**config.mk**
```make
export PLATFORM = sky130hd
export DESIGN_NAME = agc_mem_arbiter
export DESIGN_NICKNAME = d
export VERILOG_FILES = /design/src/rtl/agc_mem_pkg.sv /design/src/rtl/agc_cnt_fifo.sv /design/src/rtl/agc_mem_arbiter.sv
export SDC_FILE = /design/constraint.sdc
export NUM_CORES = 1
export LEC_CHECK = 0
export BUFFER_PORTS_ARGS = -buffer_cell sky130_fd_sc_hd__buf_2
export CAP_MARGIN = 0
export CORE_MARGIN = 1
export CORE_UTILIZATION = 53
export CTS_BUF_LIST = sky130_fd_sc_hd__clkbuf_16
export DETAILED_ROUTE_END_ITERATION = 8
export PLACE_DENSITY_LB_ADDON = 0.25
export SYNTH_ARGS = -nofsm -noshare
export SYNTH_HDL_FRONTEND = slang
export SYNTH_SLANG_ARGS = --single-unit
```
**constraint.sdc**
```tcl
create_clock -name clk -period 5.16 [get_ports clk]
set_clock_uncertainty 0.05 [all_clocks]
set_input_delay 1.29 -clock clk [delete_from_list [all_inputs] [get_ports clk]]
set_output_delay 1.29 -clock clk [all_outputs]
set_load 0.02 [all_outputs]
```
**src/rtl/agc_mem_pkg.sv**
```systemverilog
// Shared types and helpers for the AGC memory arbiter: FSM states,
// counter direction encodings and the ones-complement step function.
package agc_mem_pkg;

  typedef enum logic [1:0] {
    IDLE    = 2'd0,
    CNT_RD  = 2'd1,
    CNT_MOD = 2'd2,
    CNT_WR  = 2'd3
  } arb_state_e;

  localparam logic CNT_PINC = 1'b0;
  localparam logic CNT_MINC = 1'b1;

  // Widest counter the step function handles (w must stay below this).
  localparam int unsigned OC_MAX_W = 64;

  // Ones-complement +1 / -1 on a w-bit value with end-around carry.
  // -1 is formed by adding the ones-complement of 1 (all ones except bit 0).
  function automatic logic [OC_MAX_W-1:0] oc_step(input logic [OC_MAX_W-1:0] v,
                                                  input logic                dir,
                                                  input int unsigned         w);
    logic [OC_MAX_W-1:0] mask;
    logic [OC_MAX_W-1:0] addend;
    logic [OC_MAX_W-1:0] sum;
    logic [OC_MAX_W-1:0] carry;
    mask   = (OC_MAX_W'(1) << w) - OC_MAX_W'(1);
    addend = OC_MAX_W'(1);
    case (dir)
      CNT_PINC: addend = OC_MAX_W'(1);
      CNT_MINC: addend = mask ^ OC_MAX_W'(1);
    endcase
    sum   = (v & mask) + addend;
    carry = (sum >> w) & OC_MAX_W'(1);
    return ((sum & mask) + carry) & mask;
  endfunction

endpackage

```
**src/rtl/agc_cnt_fifo.sv**
```systemverilog
// Pending-increment queue: synchronous FIFO of {dir, addr} entries with
// full/empty flags. Pointers carry one extra wrap bit to tell full from empty.
module agc_cnt_fifo #(
  parameter int unsigned ADDR_W = 12,
  parameter int unsigned DEPTH  = 4
) (
  input  logic              clk,
  input  logic              rst,
  input  logic              push,
  input  logic              push_dir,
  input  logic [ADDR_W-1:0] push_addr,
  input  logic              pop,
  output logic              head_dir,
  output logic [ADDR_W-1:0] head_addr,
  output logic              full,
  output logic              empty
);

  localparam int unsigned PTR_W = $clog2(DEPTH);
  localparam int unsigned ENT_W = ADDR_W + 1;

  logic [ENT_W-1:0] store_q [DEPTH];
  logic [PTR_W:0]   wr_ptr_q;
  logic [PTR_W:0]   rd_ptr_q;

  // Pointer update and entry storage; reset only discards by clearing pointers.
  always_ff @(posedge clk) begin
    if (rst) begin
      wr_ptr_q <= '0;
      rd_ptr_q <= '0;
    end else begin
      if (push) begin
        store_q[wr_ptr_q[PTR_W-1:0]] <= {push_dir, push_addr};
        wr_ptr_q <= wr_ptr_q + (PTR_W + 1)'(1);
      end
      if (pop) begin
        rd_ptr_q <= rd_ptr_q + (PTR_W + 1)'(1);
      end
    end
  end

  assign empty = (wr_ptr_q == rd_ptr_q);
  assign full  = (wr_ptr_q[PTR_W] != rd_ptr_q[PTR_W]) &&
                 (wr_ptr_q[PTR_W-1:0] == rd_ptr_q[PTR_W-1:0]);
  assign {head_dir, head_addr} = store_q[rd_ptr_q[PTR_W-1:0]];

endmodule

```
**src/rtl/agc_mem_arbiter.sv**
```systemverilog
// Single-port AGC memory arbiter: the CPU owns the port by default, queued
// PINC/MINC counter increments steal it for a read-modify-write sequence
// when the CPU is idle, the queue is full, or the queue has waited too long.
// Optional feature macro: AGC_CNT_OVF_EN adds ovf_pulse/ovf_addr outputs
// flagging ones-complement overflow of a counter.
module agc_mem_arbiter
  import agc_mem_pkg::*;
#(
  parameter int unsigned ADDR_W       = 12,
  parameter int unsigned DATA_W       = 16,
  parameter int unsigned CNT_DEPTH    = 4,
  parameter int unsigned STARVE_LIMIT = 8
) (
  input  logic              clk,
  input  logic              rst,
  input  logic              cpu_req,
  input  logic              cpu_we,
  input  logic [ADDR_W-1:0] cpu_addr,
  input  logic [DATA_W-1:0] cpu_wdata,
  output logic              cpu_gnt,
  output logic              cpu_valid,
  output logic [DATA_W-1:0] cpu_rdata,
  input  logic              cnt_req,
  input  logic              cnt_dir,
  input  logic [ADDR_W-1:0] cnt_addr,
  output logic              cnt_ready,
  output logic [ADDR_W-1:0] mem_addr,
  output logic              mem_we,
  output logic [DATA_W-1:0] mem_wdata,
`ifdef AGC_CNT_OVF_EN
  output logic              ovf_pulse,
  output logic [ADDR_W-1:0] ovf_addr,
`endif
  input  logic [DATA_W-1:0] mem_rdata
);

  localparam int unsigned STARVE_W = $clog2(STARVE_LIMIT + 1);

  arb_state_e          state_q;
  logic [STARVE_W-1:0] starve_q;
  logic                rd_pend_q;
  logic [ADDR_W-1:0]   cnt_addr_q;
  logic                cnt_dir_q;
  logic [DATA_W-1:0]   rd_q;
  logic [DATA_W-1:0]   res_q;

  logic                fifo_full;
  logic                fifo_empty;
  logic                head_dir;
  logic [ADDR_W-1:0]   head_addr;
  logic                push_c;
  logic                steal_c;

  agc_cnt_fifo #(
    .ADDR_W (ADDR_W),
    .DEPTH  (CNT_DEPTH)
  ) u_fifo (
    .clk       (clk),
    .rst       (rst),
    .push      (push_c),
    .push_dir  (cnt_dir),
    .push_addr (cnt_addr),
    .pop       (steal_c),
    .head_dir  (head_dir),
    .head_addr (head_addr),
    .full      (fifo_full),
    .empty     (fifo_empty)
  );

  // Queue acceptance and IDLE arbitration; counters win only when the CPU
  // is idle, the queue is full, or the queue has been starved.
  assign cnt_ready = !rst && !fifo_full;
  assign push_c    = cnt_req && cnt_ready;
  assign steal_c   = !rst && (state_q == IDLE) && !fifo_empty &&
                     (fifo_full || (starve_q >= STARVE_W'(STARVE_LIMIT)) || !cpu_req);
  assign cpu_gnt   = !rst && (state_q == IDLE) && cpu_req && !steal_c;
  assign cpu_valid = rd_pend_q && !rst;
  assign cpu_rdata = cpu_valid ? mem_rdata : '0;

  // Memory port mux; reset forces an idle port so no partial write escapes.
  always_comb begin
    mem_addr  = '0;
    mem_we    = 1'b0;
    mem_wdata = '0;
    if (!rst) begin
      case (state_q)
        IDLE: begin
          if (steal_c) begin
            mem_addr = head_addr;
          end else if (cpu_gnt) begin
            mem_addr  = cpu_addr;
            mem_we    = cpu_we;
            mem_wdata = cpu_wdata;
          end
        end
        CNT_RD, CNT_MOD: mem_addr = cnt_addr_q;
        CNT_WR: begin
          mem_addr  = cnt_addr_q;
          mem_we    = 1'b1;
          mem_wdata = res_q;
        end
        default: ;
      endcase
    end
  end

  // RMW sequencer, starve counter and CPU read-valid pipeline.
  always_ff @(posedge clk) begin
    if (rst) begin
      state_q    <= IDLE;
      starve_q   <= '0;
      rd_pend_q  <= 1'b0;
      cnt_addr_q <= '0;
      cnt_dir_q  <= CNT_PINC;
      rd_q       <= '0;
      res_q      <= '0;
    end else begin
      rd_pend_q <= cpu_gnt && !cpu_we;
      case (state_q)
        IDLE: begin
          if (steal_c) begin
            state_q    <= CNT_RD;
            cnt_addr_q <= head_addr;
            cnt_dir_q  <= head_dir;
            starve_q   <= '0;
          end else if (cpu_gnt && !fifo_empty &&
                       (starve_q < STARVE_W'(STARVE_LIMIT))) begin
            starve_q <= starve_q + STARVE_W'(1);
          end
        end
        CNT_RD: begin
          rd_q    <= mem_rdata;
          state_q <= CNT_MOD;
        end
        CNT_MOD: begin
          res_q   <= DATA_W'(oc_step(OC_MAX_W'(rd_q), cnt_dir_q, DATA_W));
          state_q <= CNT_WR;
        end
        CNT_WR:  state_q <= IDLE;
        default: state_q <= IDLE;
      endcase
    end
  end

`ifdef AGC_CNT_OVF_EN
  localparam logic [DATA_W-1:0] POS_MAX = {1'b0, {(DATA_W - 1){1'b1}}};
  localparam logic [DATA_W-1:0] NEG_MAX = {1'b1, {(DATA_W - 1){1'b0}}};

  logic              ovf_q;
  logic [ADDR_W-1:0] ovf_addr_q;

  // Flag overflow while computing the result so the pulse lines up with CNT_WR.
  always_ff @(posedge clk) begin
    if (rst) begin
      ovf_q      <= 1'b0;
      ovf_addr_q <= '0;
    end else begin
      ovf_q <= 1'b0;
      if ((state_q == CNT_MOD) &&
          (((cnt_dir_q == CNT_PINC) && (rd_q == POS_MAX)) ||
           ((cnt_dir_q == CNT_MINC) && (rd_q == NEG_MAX)))) begin
        ovf_q      <= 1'b1;
        ovf_addr_q <= cnt_addr_q;
      end
    end
  end

  assign ovf_pulse = ovf_q && !rst;
  assign ovf_addr  = ovf_addr_q;
`endif

endmodule

```
## Word level (Yosys, flattened, before mapping)

Memories as Yosys holds them, arrays and structs flattened. A register that Yosys moved wholly into a read port is not among the register bits.
Index checks and enable logic that the tools add are counted.
Widths: inputs -> output; s select.

- Register bits after elaboration: 58
- Latch bits: 0
- RAM bits: 52
- Memory bits (read-only): 0
- Input port bits: 62
- Memories: 1

- Add/sub/neg operators: 5
- Multiply operators: 0
- Divide/modulo/power cells: 0
- $lt $le $gt $ge: 2
- Equality and inequality tests: 7
- Shifts and indexed selects: 0
- Multiplexer cells: 25
- Bitwise gates (word level): 1
- Reductions and logical operators: 25

Memories:

| memory | depth | width | rd ports | clocked after Yosys merged registers in | write ports | line | text |
|---|---|---|---|---|---|---|---|
| u_fifo.store_q | 4 | 13 | 1 | 1 | 1 | agc_cnt_fifo.sv:22 | `logic [ENT_W-1:0] store_q [DEPTH];` |

Operators with widths:

| operator | number |
|---|---|
| $mux 16 | 4 |
| $mux 12 | 3 |
| $mux 17 | 2 |
| $pmux 17 s2 | 1 |
| $pmux 16 s2 | 1 |
| $pmux 12 s2 | 1 |
| $add 16x17->17 | 1 |
| $add 16x1->16 | 1 |
| $logic_and 1x1->1 | 12 |
| $mux 4 | 2 |
| $pmux 2 s4 | 1 |
| $add 3x1->3 const B | 2 |
| $logic_not 1->1 | 6 |
| $mux 1 | 6 |
| $mux 2 | 3 |
| $add 4x1->4 const B | 1 |
| $eq 2x2->1 const B | 2 |
| $ge 4x4->1 const B | 1 |
| $lt 4x4->1 const B | 1 |
| $reduce_and 2->1 | 2 |
| $eq 3x3->1 | 1 |
| $reduce_or 3->1 | 1 |
| $eq 2x1->1 const B | 1 |
| $eq 2x2->1 | 1 |
| 7 further kinds | 8 |

## Depth between registers and ports, before layout

Gate-level depths: netlist of run 1.

- Depth in word-level cells: 11
- Mapped depth: 18

## Cells and area by module

A second synthesis of run 1 with hierarchy kept.

- Cells, all modules: 587
- Area total of the unflattened synthesis: 5926.9 µm²

Modules (own cells, without submodules):

| module | times used | cells each | area an instance (µm²) | seq. area each (µm²) |
|---|---|---|---|---|
| agc_mem_arbiter | 1 | 477 | 3634.7 | 1041.0 |
| agc_cnt_fifo | 1 | 110 | 2292.2 | 1721.7 |

## Worst setup path after synthesis of run 1

OpenSTA, ideal clock, no wires.

- Path type: register to register
- Start: reg cnt_dir_q
- End: reg res_q[14]
- Library setup time: 91 ps
- Data arrival time: 4290 ps
- Data required time: 5019 ps
- Path slack: 729 ps
- Stages on the path, launching flop included: 19
- Period minus slack after synthesis: 4431 ps
- Cell sequence: dfxtp_1 -> inv_1 -> ha_1 -> inv_1 -> fa_1 -> and2b_2 -> o221ai_2 -> a32oi_4 -> a2111oi_0 -> nor3_1 -> a21o_1 -> a21o_1 -> ha_1 -> nor2b_1 -> and4_1 -> nand4_1 -> or4_1 -> or3b_1 -> a311oi_1

- Cells in the longest elaborated chain, start to end: 6

Ends and longest elaborated chain:

| what | line | text |
|---|---|---|
| from (decl) | agc_mem_arbiter.sv:43 | `logic cnt_dir_q;` |
| from (signal assigned) | agc_mem_arbiter.sv:124 | `cnt_dir_q <= head_dir;` |
| $not 1->1 | agc_mem_pkg.sv:29 | `case (dir)` |
| $pmux 17 s2 (*) | agc_mem_pkg.sv:29 |  |
| $mux 17 (*) | agc_mem_arbiter.sv:119 | `case (state_q)` |
| $mux 17 (*) | agc_mem_arbiter.sv:109 | `if (rst) begin` |
| $add 16x17->17 (*) | agc_mem_pkg.sv:33 | `sum = (v & mask) + addend;` |
| $add 16x1->16 (*) | agc_mem_pkg.sv:35 | `return ((sum & mask) + carry) & mask;` |
| to (signal assigned) | agc_mem_arbiter.sv:136 | `res_q <= DATA_W'(oc_step(OC_MAX_W'(rd_q), cnt_dir_q, DATA_W));` |
| to (decl) | agc_mem_arbiter.sv:45 | `logic [DATA_W-1:0] res_q;` |

Every way passes the cells marked *; elsewhere a longest branch is shown, timed or not. The select of a mux whose other input is x is not followed.
A chain may end at the register's enable or synchronous reset.

## Worst setup path after layout of run 1

- Start: in rst
- End: out mem_addr[10]

- Cells in the longest elaborated chain, start to end: 10

Ends and longest elaborated chain:

| what | line | text |
|---|---|---|
| from (decl) | agc_mem_arbiter.sv:15 | `input logic rst,` |
| $logic_not 1->1 | n/a |  |
| $logic_and 1x1->1 | agc_mem_arbiter.sv:74, agc_mem_arbiter.sv:76 |  |
| $logic_and 1x1->1 (2 in series) | agc_mem_arbiter.sv:74 | `assign steal_c = !rst && (state_q == IDLE) && !fifo_empty &&` |
| $logic_not 1->1 | agc_mem_arbiter.sv:76 | `assign cpu_gnt = !rst && (state_q == IDLE) && cpu_req && !steal_c;` |
| $logic_and 1x1->1 | agc_mem_arbiter.sv:76 |  |
| $mux 12 | agc_mem_arbiter.sv:90 | `end else if (cpu_gnt) begin` |
| $mux 12 | agc_mem_arbiter.sv:88 | `if (steal_c) begin` |
| $pmux 12 s2 | agc_mem_arbiter.sv:86 | `case (state_q)` |
| $mux 12 (*) | agc_mem_arbiter.sv:85 | `if (!rst) begin` |
| to (decl) | agc_mem_arbiter.sv:27 | `output logic [ADDR_W-1:0] mem_addr,` |

Every way passes the cells marked *; elsewhere a longest branch is shown, timed or not.

==> results of run 1 <==
final timing paths:
path              slack (ns)                   start  depth (start not counted)                endpoint
setup / recovery        0.34                     rst                         10            mem_addr[10]
hold / removal          0.44  res_q[13]$_SDFFE_PP0P_                          2  res_q[13]$_SDFFE_PP0P_
setup reg to reg        0.51  cnt_dir_q$_SDFFE_PP0P_                         18  res_q[14]$_SDFFE_PP0P_
hold reg to reg         0.44  res_q[13]$_SDFFE_PP0P_                          2  res_q[13]$_SDFFE_PP0P_
final cells by class:
cell class	count	area, um2
sequential	112	2760
clock buffer	9	225
multi-input combinational	410	2970
fill	917	3960
inverter	15	56.3
tap	140	175
clock inverter	7	106
timing repair buffer	115	591
cells by family after synthesis:
logic type,share of synthesized area
xor+xnor,0.0458
buf+inv,0.0307
flops,0.468
fa+ha+maj,0.0669
compound gates,0.138
mux,0.0902
simple gates,0.160
critical path: cells and delay by family:
kind                   cells  cell delay (ns)
AOI/OAI and AO/OA          4             0.62
buffers and inverters      4             0.52
and+or+nand+nor            2             1.05
sequential cells by signal, indices dropped and copies added (netlist names), named ones only:
name             flops
starve_q             4
u_fifo.store_q      52
res_q               16
cnt_dir_q            1
cnt_addr_q          12
rd_q                16
u_fifo.rd_ptr_q      3
u_fifo.wr_ptr_q      3
rd_pend_q            1
state_q              2
power by group through the flow:
stage	clock network [uW]	registers, uW	logic, uW
final	751	1050	788
after global routing	790	1060	871
after CTS	764	1050	791
after detailed placement	0	1070	787
after global placement	0	1070	768
after floorplan	0	1050	597
metal layers:
metal	vias to the layer above	track usage	wire length (um)
met5	-	0	0
met4	0	0.0665	207
met3	15	0.0442	508
met2	101	0.424	6730
met1	2225	0.267	5420
li1	2263	-	-
layout by cell type, fill, tap and decap left out, types with 2 or more instances in the layout:
cell type | Yosys | layout
buf_2 | 1 | 109
nor2_1 | 93 | 93
dfxtp_1 | 60 | 60
edfxtp_1 | 52 | 52
a21oi_1 | 41 | 41
ha_1 | 30 | 30
mux2i_1 | 24 | 24
a211oi_1 | 23 | 23
xnor2_1 | 19 | 19
and2_1 | 19 | 19
nor2b_1 | 18 | 18
nand2_1 | 17 | 17
a22oi_1 | 16 | 16
inv_1 | 15 | 15
mux4_2 | 13 | 13
xor2_1 | 10 | 10
nand3_1 | 9 | 9
clkbuf_16 | 0 | 9
nor3_1 | 8 | 8
and3_1 | 7 | 7
o211ai_1 | 6 | 6
buf_4 | 1 | 6
o21ai_0 | 6 | 5
nand4_1 | 4 | 4
or2_2 | 3 | 3
nand2b_1 | 3 | 3
and4_1 | 2 | 2
a2111oi_0 | 2 | 2
a21o_1 | 2 | 2
a31oi_1 | 2 | 2
o21a_1 | 2 | 2
nor4_1 | 2 | 2
and3b_1 | 2 | 2
o22ai_1 | 2 | 2
o31ai_1 | 2 | 2
o32a_1 | 2 | 2
or3b_2 | 2 | 2
clkinv_8 | 0 | 2
metrics by stage:
step | instances | hold WS (ns) | util | power, uW | area [um2]
floorplan | 569 | 0.396 | - | 1650 | 5910
detailed placement | 792 | 0.428 | 0.604 | 1860 | 6550
global placement | 792 | 0.419 | 0.604 | 1840 | 6550
finish | 808 | 0.438 | 0.635 | 2590 | 6880
global route | 808 | 0.466 | 0.635 | 2720 | 6880
CTS | 808 | 0.440 | 0.635 | 2610 | 6880
==> impl_metrics.env, run 1 <==
export IMPL_grt_pass1_vias=4381
export IMPL_cts_tree="done"
export IMPL_worstSkewPairLatency_ns=0.35
export IMPL_finalSetupTns_ns=0
export IMPL_yosysTopAreaCell="edfxtp_1"
export IMPL_end_kind="output pin"
export IMPL_grt_ovfl_total=0
export IMPL_path_cells="buf_2, nor2b_1, inv_1, a31oi_1, buf_4, o21ai_2, and3_1, a21oi_1, a211oi_1, buf_2"
export IMPL_fin_nets=756
export IMPL_hold_viol=0
export IMPL_synth_area_top_cells="edfxtp_1, dfxtp_1, ha_1, nor2_1, mux4_2"
export IMPL_portBuffers=109
export IMPL_place_congestion=0.817
export IMPL_clkPwrFrac=0.290
export IMPL_synthDominantCellAreaShare=0.264
export IMPL_core_area_mm2=0.0108
export IMPL_grt_setup_unrepaired="false"
export IMPL_post_route_period_util=0.935
export IMPL_crit_path_top_delay_cell="and3_1"
export IMPL_avgViaCountPerCell=5.70
export IMPL_relSlewSlack=0.172
export IMPL_wl_per_cell_um=15.9
export IMPL_yosysWarnings=0
export IMPL_wl_mm=12.9
export IMPL_die_h_um=108
export IMPL_leakage_uw=0.00273
export IMPL_intPower_uw=1710
export IMPL_drc=0
export IMPL_dp_slack_ns=0.378
export IMPL_antenna_found_initial=0
export IMPL_postCtsHoldBufs=0
export IMPL_vias=4604
export IMPL_syn_avg_cell_area_um2=10.4
export IMPL_cp_common_cell="buf_2"
export IMPL_grt_pass1_wl_mm=20.6
export IMPL_grt_max_degree=74
export IMPL_synth_edff_count=52
export IMPL_swShare=0.341
export IMPL_finalSetupViolations=0
export IMPL_p_seq_frac=0.406
export IMPL_grt_usage=0.229
export IMPL_slew_viol_final=0
export IMPL_start_util=0.545
export IMPL_period_needed_ns=4.82
export IMPL_synth_ff_latch_count=112
export IMPL_die_w_um=108
export IMPL_io_pins=110
export IMPL_cts_max_level=3
export IMPL_hold_path_class="reg2reg"
export IMPL_num_rows=38
export IMPL_n_antenna_cell=0
export IMPL_start_kind="input port"
export IMPL_p_per_area_mw_per_mm2=376
export IMPL_area_delta_synth_final_pct=16.5
export IMPL_max_cap_viol_count=0
export IMPL_cts_root_buf="clkbuf_16"
export IMPL_max_stage_delay_ns=1.01
export IMPL_yosysUniqueCellTypes=57
export IMPL_synth_ff_type="dfxtp_1"
export IMPL_crit_type="in2out"
export IMPL_yosysMostFrequentCell="nor2_1"
export IMPL_clkTransAtPathRegs_ns=0.08
export IMPL_required_ns=3.82
export IMPL_cts_buffers=9
export IMPL_cts_buffer_depth=2
export IMPL_route_antenna_remaining_nets=0
export IMPL_synthArstFlopShare=0
export IMPL_cts_setup_buffers=0
export IMPL_ir_drop_mv=0.259
export IMPL_p_comb_frac=0.304
export IMPL_drive_gt1_frac=0.235
export IMPL_cts_resized=0
export IMPL_hpwl_mm=9.06
export IMPL_synthCells=569
export IMPL_worst_pin_slew_ns=1.24
export IMPL_synth_area_mm2=0.00591
export IMPL_status="finished clean"
export IMPL_critPathMaxFanout=31
export IMPL_synth_seq_area_share=0.468
export IMPL_critPathArrivalTime_ns=3.48
export IMPL_fin_ws_ns=0.336
export IMPL_drtIter0Drc=264
export IMPL_synth_nets=662
export IMPL_die_area_mm2=0.0116
export IMPL_synth_common_cells="nor2_1, dfxtp_1, edfxtp_1, a21oi_1, ha_1"
export IMPL_cts_sinks=112
export IMPL_first_pass_iters=5
export IMPL_fmax_ghz=0.207
export IMPL_p_sw_uw=884
No activity file was read; power rests on OpenSTA's default activity.
==> run 2, diff against run 1 <==
Settings changed: CELL_PAD_IN_SITES_DETAIL_PLACEMENT set to 1, CELL_PAD_IN_SITES_GLOBAL_PLACEMENT set to 1, CORE_UTILIZATION 53 to 43.
==> run 2 against run 1 <==
Combinational power is 1% higher. Sequential power about the same. Die area increased by 23%. Sequential share of layout area up 0.095 points. Sequential cell count unchanged. Clock power shrank 12%. First-iteration DRC count fell by 36%. Cell count rose by 4.3%. Critical path depth unchanged. Via count rose by 0.15%. Global-route usage fell by 2.0 points. Worst hold slack got worse by 0.010 ns. Critical path type unchanged. Highest routed layer unchanged.
==> impl_metrics.env, run 2 (synthesized netlist as in run 1, its figures left out) <==
export IMPL_die_w_um=119
export IMPL_cp_common_cell="buf_2"
export IMPL_r2r_start="cnt_dir_q$_SDFFE_PP0P_"
export IMPL_critPathArrivalTime_ns=3.51
export IMPL_postCtsHoldBufs=0
export IMPL_clkTransAtPathRegs_ns=0.07
export IMPL_seqCellArea_mm2=0.00276
export IMPL_core_area_mm2=0.0133
export IMPL_place_congestion=0.796
export IMPL_cts_tree="done"
export IMPL_r2r_slack_ns=0.41
export IMPL_worstSkewPairLatency_ns=0.36
export IMPL_drc=0
export IMPL_cts_buffer_depth=2
export IMPL_required_ns=3.82
export IMPL_cp_endpoint="mem_addr[6]"
export IMPL_worst_pin_slew_ns=1.28
export IMPL_cts_root_buf="clkbuf_16"
export IMPL_cts_resized=0
export IMPL_cts_setup_buffers=0
export IMPL_n_antenna_cell=0
export IMPL_finalSetupTns_ns=0
export IMPL_multi_input_area_mm2=0.00297
export IMPL_ir_drop_mv=0.346
export IMPL_reg2regPathDepth=18
export IMPL_grt_usage=0.209
export IMPL_cp_startpoint="rst"
export IMPL_start_util=0.444
export IMPL_first_pass_iters=4
export IMPL_dp_slack_ns=0.299
export IMPL_drtIter0Drc=170
export IMPL_final_cell_mix="buf_2, nor2_1, dfxtp_1, edfxtp_1, a21oi_1"
export IMPL_hold_path_class="reg2reg"
export IMPL_relSlewSlack=0.147
export IMPL_grt_pass1_wl_mm=23.1
export IMPL_cts_sinks=112
export IMPL_post_route_period_util=0.940
export IMPL_fin_ws_ns=0.308
export IMPL_finalSetupViolations=0
export IMPL_grt_setup_unrepaired="false"
export IMPL_portBuffers=109
export IMPL_start_kind="input port"
export IMPL_area_delta_synth_final_pct=16.2
export IMPL_wl_per_cell_um=17.0
export IMPL_critPathMaxFanout=31
export IMPL_fmax_ghz=0.206
export IMPL_route_antenna_remaining_nets=0
export IMPL_die_h_um=119
export IMPL_num_rows=42
export IMPL_avgViaCountPerCell=5.47
export IMPL_leakage_uw=0.00271
export IMPL_fin_nets=755
export IMPL_cts_max_level=3
export IMPL_max_stage_delay_ns=1.03
export IMPL_vias=4611
export IMPL_crit_path_top_delay_cell="and3_1"
export IMPL_hpwl_mm=10.6
export IMPL_status="finished clean"
export IMPL_drive_gt1_frac=0.231
export IMPL_largest_register_ffs=52
export IMPL_io_pins=110
export IMPL_hold_viol=0
export IMPL_path_cells="buf_2, nor2b_1, inv_1, a31oi_1, buf_4, o21ai_2, and3_1, a21oi_1, a211oi_1, buf_2"
export IMPL_wl_mm=14.3
export IMPL_nFillCells=1498
export IMPL_crit_type="in2out"
export IMPL_antenna_found_initial=0
export IMPL_rr_endpoint="res_q[14]$_SDFFE_PP0P_"
export IMPL_grt_max_degree=74
export IMPL_cts_buffers=9
export IMPL_period_needed_ns=4.85
export IMPL_grt_ovfl_total=0
export IMPL_max_cap_viol_count=0
export IMPL_die_area_mm2=0.0142
export IMPL_slew_viol_final=0
export IMPL_p_per_area_mw_per_mm2=366
export IMPL_grt_pass1_vias=4761
export IMPL_layout_commonest_cell="buf_2"
export IMPL_end_kind="output pin"
## run 2: report_power, final
| group | internal [uW] | switching, uW |
|---|---|---|
| sequential | 1000 | 53.3 |
| combinational | 309 | 491 |
| clock | 332 | 327 |
| total | 1640 | 871 |
## run 2: area by class of cell
type / count / share of cell area
Multi-Input combinational cell: 410 / 0.432
Sequential cell: 112 / 0.402
Timing Repair Buffer: 114 / 0.0849
Clock buffer: 9 / 0.0328
Tap cell: 176 / 0.0321
Inverter: 15 / 0.00820
Clock inverter: 7 / 0.00765
## run 2: worst min path at each step
stage	from	to	slack, ns	depth (start not counted)
6_report	res_q[9]$_SDFFE_PP0P_	res_q[9]$_SDFFE_PP0P_	0.43	2
5_1_grt	res_q[9]$_SDFFE_PP0P_	res_q[9]$_SDFFE_PP0P_	0.46	2
4_1_cts	res_q[9]$_SDFFE_PP0P_	res_q[9]$_SDFFE_PP0P_	0.43	2
3_5_place_dp	res_q[9]$_SDFFE_PP0P_	res_q[9]$_SDFFE_PP0P_	0.42	2
3_3_place_gp	res_q[9]$_SDFFE_PP0P_	res_q[9]$_SDFFE_PP0P_	0.41	2
2_1_floorplan	res_q[9]$_SDFFE_PP0P_	res_q[9]$_SDFFE_PP0P_	0.40	2
## run 2: metrics by stage
stage	cells	total power, uW	utilization	hold slack, ns	instance area [um2]
final	843	2510	0.516	0.427	6870
after global routing	843	2650	0.516	0.456	6870
after CTS	843	2540	0.516	0.429	6870
after detailed placement	827	1880	0.496	0.418	6590
after global placement	827	1850	0.496	0.413	6590
after floorplan	569	1650	-	0.396	5910
## run 2: layer usage
layer  wire [um]  vias to the layer above  track usage
li1            -                     2256            -
met1        5820                     2254        0.228
met2        7790                       77        0.394
met3         398                       24       0.0402
met4         325                        0       0.0847
met5           0                        -            0
## run 2: worst max-delay path, delay by kind of cell
family | cells | cell delay (ns)
AOI/OAI and AO/OA | 4 | 0.61
buffers and inverters | 4 | 0.53
and+or+nand+nor | 2 | 1.08
==> run 3, diff against run 2 <==
Settings changed: ABC_AREA set to 1, CORE_UTILIZATION 43 to 41, GPL_TIMING_DRIVEN set to 0.
==> run 3 against run 2 <==
Core utilization decreased by 2.1 points. Combinational power increased by 48%. Sequential power increased by 7%. Routed wire length increased by 24%. Sequential cell count unchanged. Global-route usage increased by 1.7 points. Worst hold slack got worse by 0.0094 ns. Non-clock buffer count increased by 29. Total power increased by 22%. Design area increased by 10%. Area after synthesis increased by 8.7%. Count of clock-buffer cells in the layout unchanged. Critical path type unchanged.
==> impl_metrics.env, run 3 <==
export IMPL_path_cells="buf_2, clkbuf_1, or2_2, buf_1, clkbuf_1, a21oi_1, buf_2"
export IMPL_critPathMaxFanout=10
export IMPL_fin_ws_ns=0.954
export IMPL_synthDominantCellAreaShare=0.243
export IMPL_finalSetupViolations=0
export IMPL_nFillCells=1969
export IMPL_grt_setup_unrepaired="false"
export IMPL_yosysWarnings=0
export IMPL_crit_type="in2out"
export IMPL_core_area_mm2=0.0153
export IMPL_worst_pin_slew_ns=1.25
export IMPL_status="finished clean"
export IMPL_fmax_ghz=0.238
export IMPL_critPathArrivalTime_ns=2.87
export IMPL_cts_root_buf="clkbuf_16"
export IMPL_wl_per_cell_um=15.2
export IMPL_ir_drop_mv=0.197
export IMPL_largest_register_ffs=52
export IMPL_clkTransAtPathRegs_ns=0.08
export IMPL_cts_tree="done"
export IMPL_cts_buffers=9
export IMPL_n_antenna_cell=0
export IMPL_drtIter0Drc=236
export IMPL_synth_area_top_cells="edfxtp_1, dfxtp_1, nand2_1, nor2_1, inv_1"
export IMPL_crit_path_top_delay_cell="clkbuf_1"
export IMPL_cts_setup_buffers=0
export IMPL_fin_nets=1046
export IMPL_area_delta_synth_final_pct=17.7
export IMPL_cts_max_level=3
export IMPL_portBuffers=109
export IMPL_seqCellArea_mm2=0.00276
export IMPL_yosysTopAreaCell="edfxtp_1"
export IMPL_grt_ovfl_total=0
export IMPL_first_pass_iters=4
export IMPL_num_rows=45
export IMPL_avgViaCountPerCell=4.99
export IMPL_intPower_uw=1850
export IMPL_p_sw_uw=1210
export IMPL_cp_top_family="buffers and inverters"
export IMPL_r2r_slack_ns=1.19
export IMPL_yosysUniqueCellTypes=45
export IMPL_swShare=0.395
export IMPL_die_area_mm2=0.0162
export IMPL_required_ns=3.82
export IMPL_antenna_found_initial=0
export IMPL_die_h_um=127
export IMPL_finalSetupTns_ns=0
export IMPL_synth_ff_latch_count=112
export IMPL_synthCells=833
export IMPL_synth_common_cells="nand2_1, nor2_1, inv_1, a21oi_1, o21ai_0"
export IMPL_p_comb_frac=0.385
export IMPL_p_seq_frac=0.367
export IMPL_layout_commonest_cell="nand2_1"
export IMPL_synthArstFlopShare=0
export IMPL_max_stage_delay_ns=0.38
export IMPL_worstSkewPairLatency_ns=0.36
export IMPL_wl_mm=17.8
export IMPL_die_w_um=127
export IMPL_post_route_period_util=0.815
export IMPL_grt_pass1_vias=5665
export IMPL_synth_area_mm2=0.00642
export IMPL_route_antenna_remaining_nets=0
export IMPL_synth_ff_type="dfxtp_1"
export IMPL_period_needed_ns=4.21
export IMPL_hold_path_class="reg2reg"
export IMPL_syn_avg_cell_area_um2=7.71
export IMPL_io_pins=110
export IMPL_grt_usage=0.226
export IMPL_drc=0
export IMPL_final_cell_mix="nand2_1, buf_2, inv_1, nor2_1, a21oi_1"
export IMPL_hpwl_mm=13.7
export IMPL_yosysMostFrequentCell="nand2_1"
export IMPL_drive_gt1_frac=0.193
export IMPL_synth_edff_count=52
export IMPL_leakage_uw=0.00343
export IMPL_synth_nets=926
export IMPL_hold_viol=0
export IMPL_p_per_area_mw_per_mm2=404
export IMPL_clkPwrFrac=0.247
export IMPL_relSlewSlack=0.163
export IMPL_start_kind="input port"
export IMPL_vias=5835
export IMPL_cp_num_buf_inv=5
export IMPL_end_kind="output pin"
export IMPL_cts_resized=0
export IMPL_cts_sinks=112
export IMPL_postCtsHoldBufs=0
export IMPL_grt_pass1_wl_mm=28.4
export IMPL_place_congestion=0.795
export IMPL_dp_slack_ns=0.883
export IMPL_synth_seq_area_share=0.430
export IMPL_multi_input_area_mm2=0.00307
export IMPL_start_util=0.421
export IMPL_max_cap_viol_count=0
export IMPL_cts_buffer_depth=2
export IMPL_slew_viol_final=0
export IMPL_grt_max_degree=23
-- run 3: cell types whose count changed in the layout (fill, tap and decap cells not counted), moves of 16 or more --
cell	change
a211oi_1	-20
nor2b_1	-18
nand2_1	+173
and2_1	-18
a22oi_1	-16
o21ai_0	+58
inv_1	+87
a21oi_1	+23
mux2i_1	-24
clkbuf_1	+21
-- run 3: final cells by class --
cell class,instances,share of cell area
clock inverter,7,0.0129
multi-input combinational,580,0.406
clock buffer,9,0.0298
buffer,34,0.0258
sequential,112,0.366
inverter,107,0.0531
timing repair buffer,109,0.0722
tap,211,0.0349
-- run 3: metal layers --
layer	global-route usage	up-vias	routed length, um
li1	-	2975	-
met1	0.311	2738	8730
met2	0.372	112	8200
met3	0.0402	10	747
met4	0.0462	0	148
met5	0	-	0
-- run 3: path summary, 6_finish.rpt --
kind / from / endpoint / depth (start not counted)
min reg2reg: cnt_addr_q[2]$_SDFFE_PP0P_ / cnt_addr_q[2]$_SDFFE_PP0P_ / 2
max: rst / mem_wdata[9] / 7
max reg2reg: cnt_dir_q$_SDFFE_PP0P_ / res_q[15]$_SDFFE_PP0P_ / 25
min: cnt_addr_q[2]$_SDFFE_PP0P_ / cnt_addr_q[2]$_SDFFE_PP0P_ / 2
-- run 3: power groups by stage --
| stage | combinational, uW | clock (uW) | sequential [uW] |
|---|---|---|---|
| floorplan | 856 | 0 | 1110 |
| global placement | 1150 | 0 | 1140 |
| detailed placement | 1180 | 0 | 1140 |
| CTS | 1190 | 770 | 1120 |
| global route | 1330 | 797 | 1140 |
| finish | 1180 | 755 | 1120 |
-- run 3: kinds of logic (layout without fill, tap and decap cells) --
family                   Yosys count  in the layout  synth area share
AO/OA/AOI/OAI                    169            169             0.149
AND/OR/NAND/NOR                  373            373             0.256
buffers and inverters            141            266            0.0930
XOR/XNOR                           7              7           0.00955
adder cells (fa/ha/maj)           31             31            0.0616
flip-flops                       112            112             0.430
-- run 3: through the flow --
stage          total power (uW)  area (um2)  utilization  hold WS, ns  cells
2_1_floorplan              1970        6420            -        0.379    833
3_3_place_gp               2280        7230        0.474        0.399   1153
3_5_place_dp               2320        7230        0.474        0.405   1153
4_1_cts                    3080        7550        0.495        0.417   1169
5_1_grt                    3260        7560        0.495        0.447   1169
6_report                   3050        7560        0.495        0.418   1169
-- run 3: tightest hold or removal path: stages (launching register included) --
cell	delay (ns)
dfxtp_1	0.31
nand2_1	0.06
a21oi_1	0.05
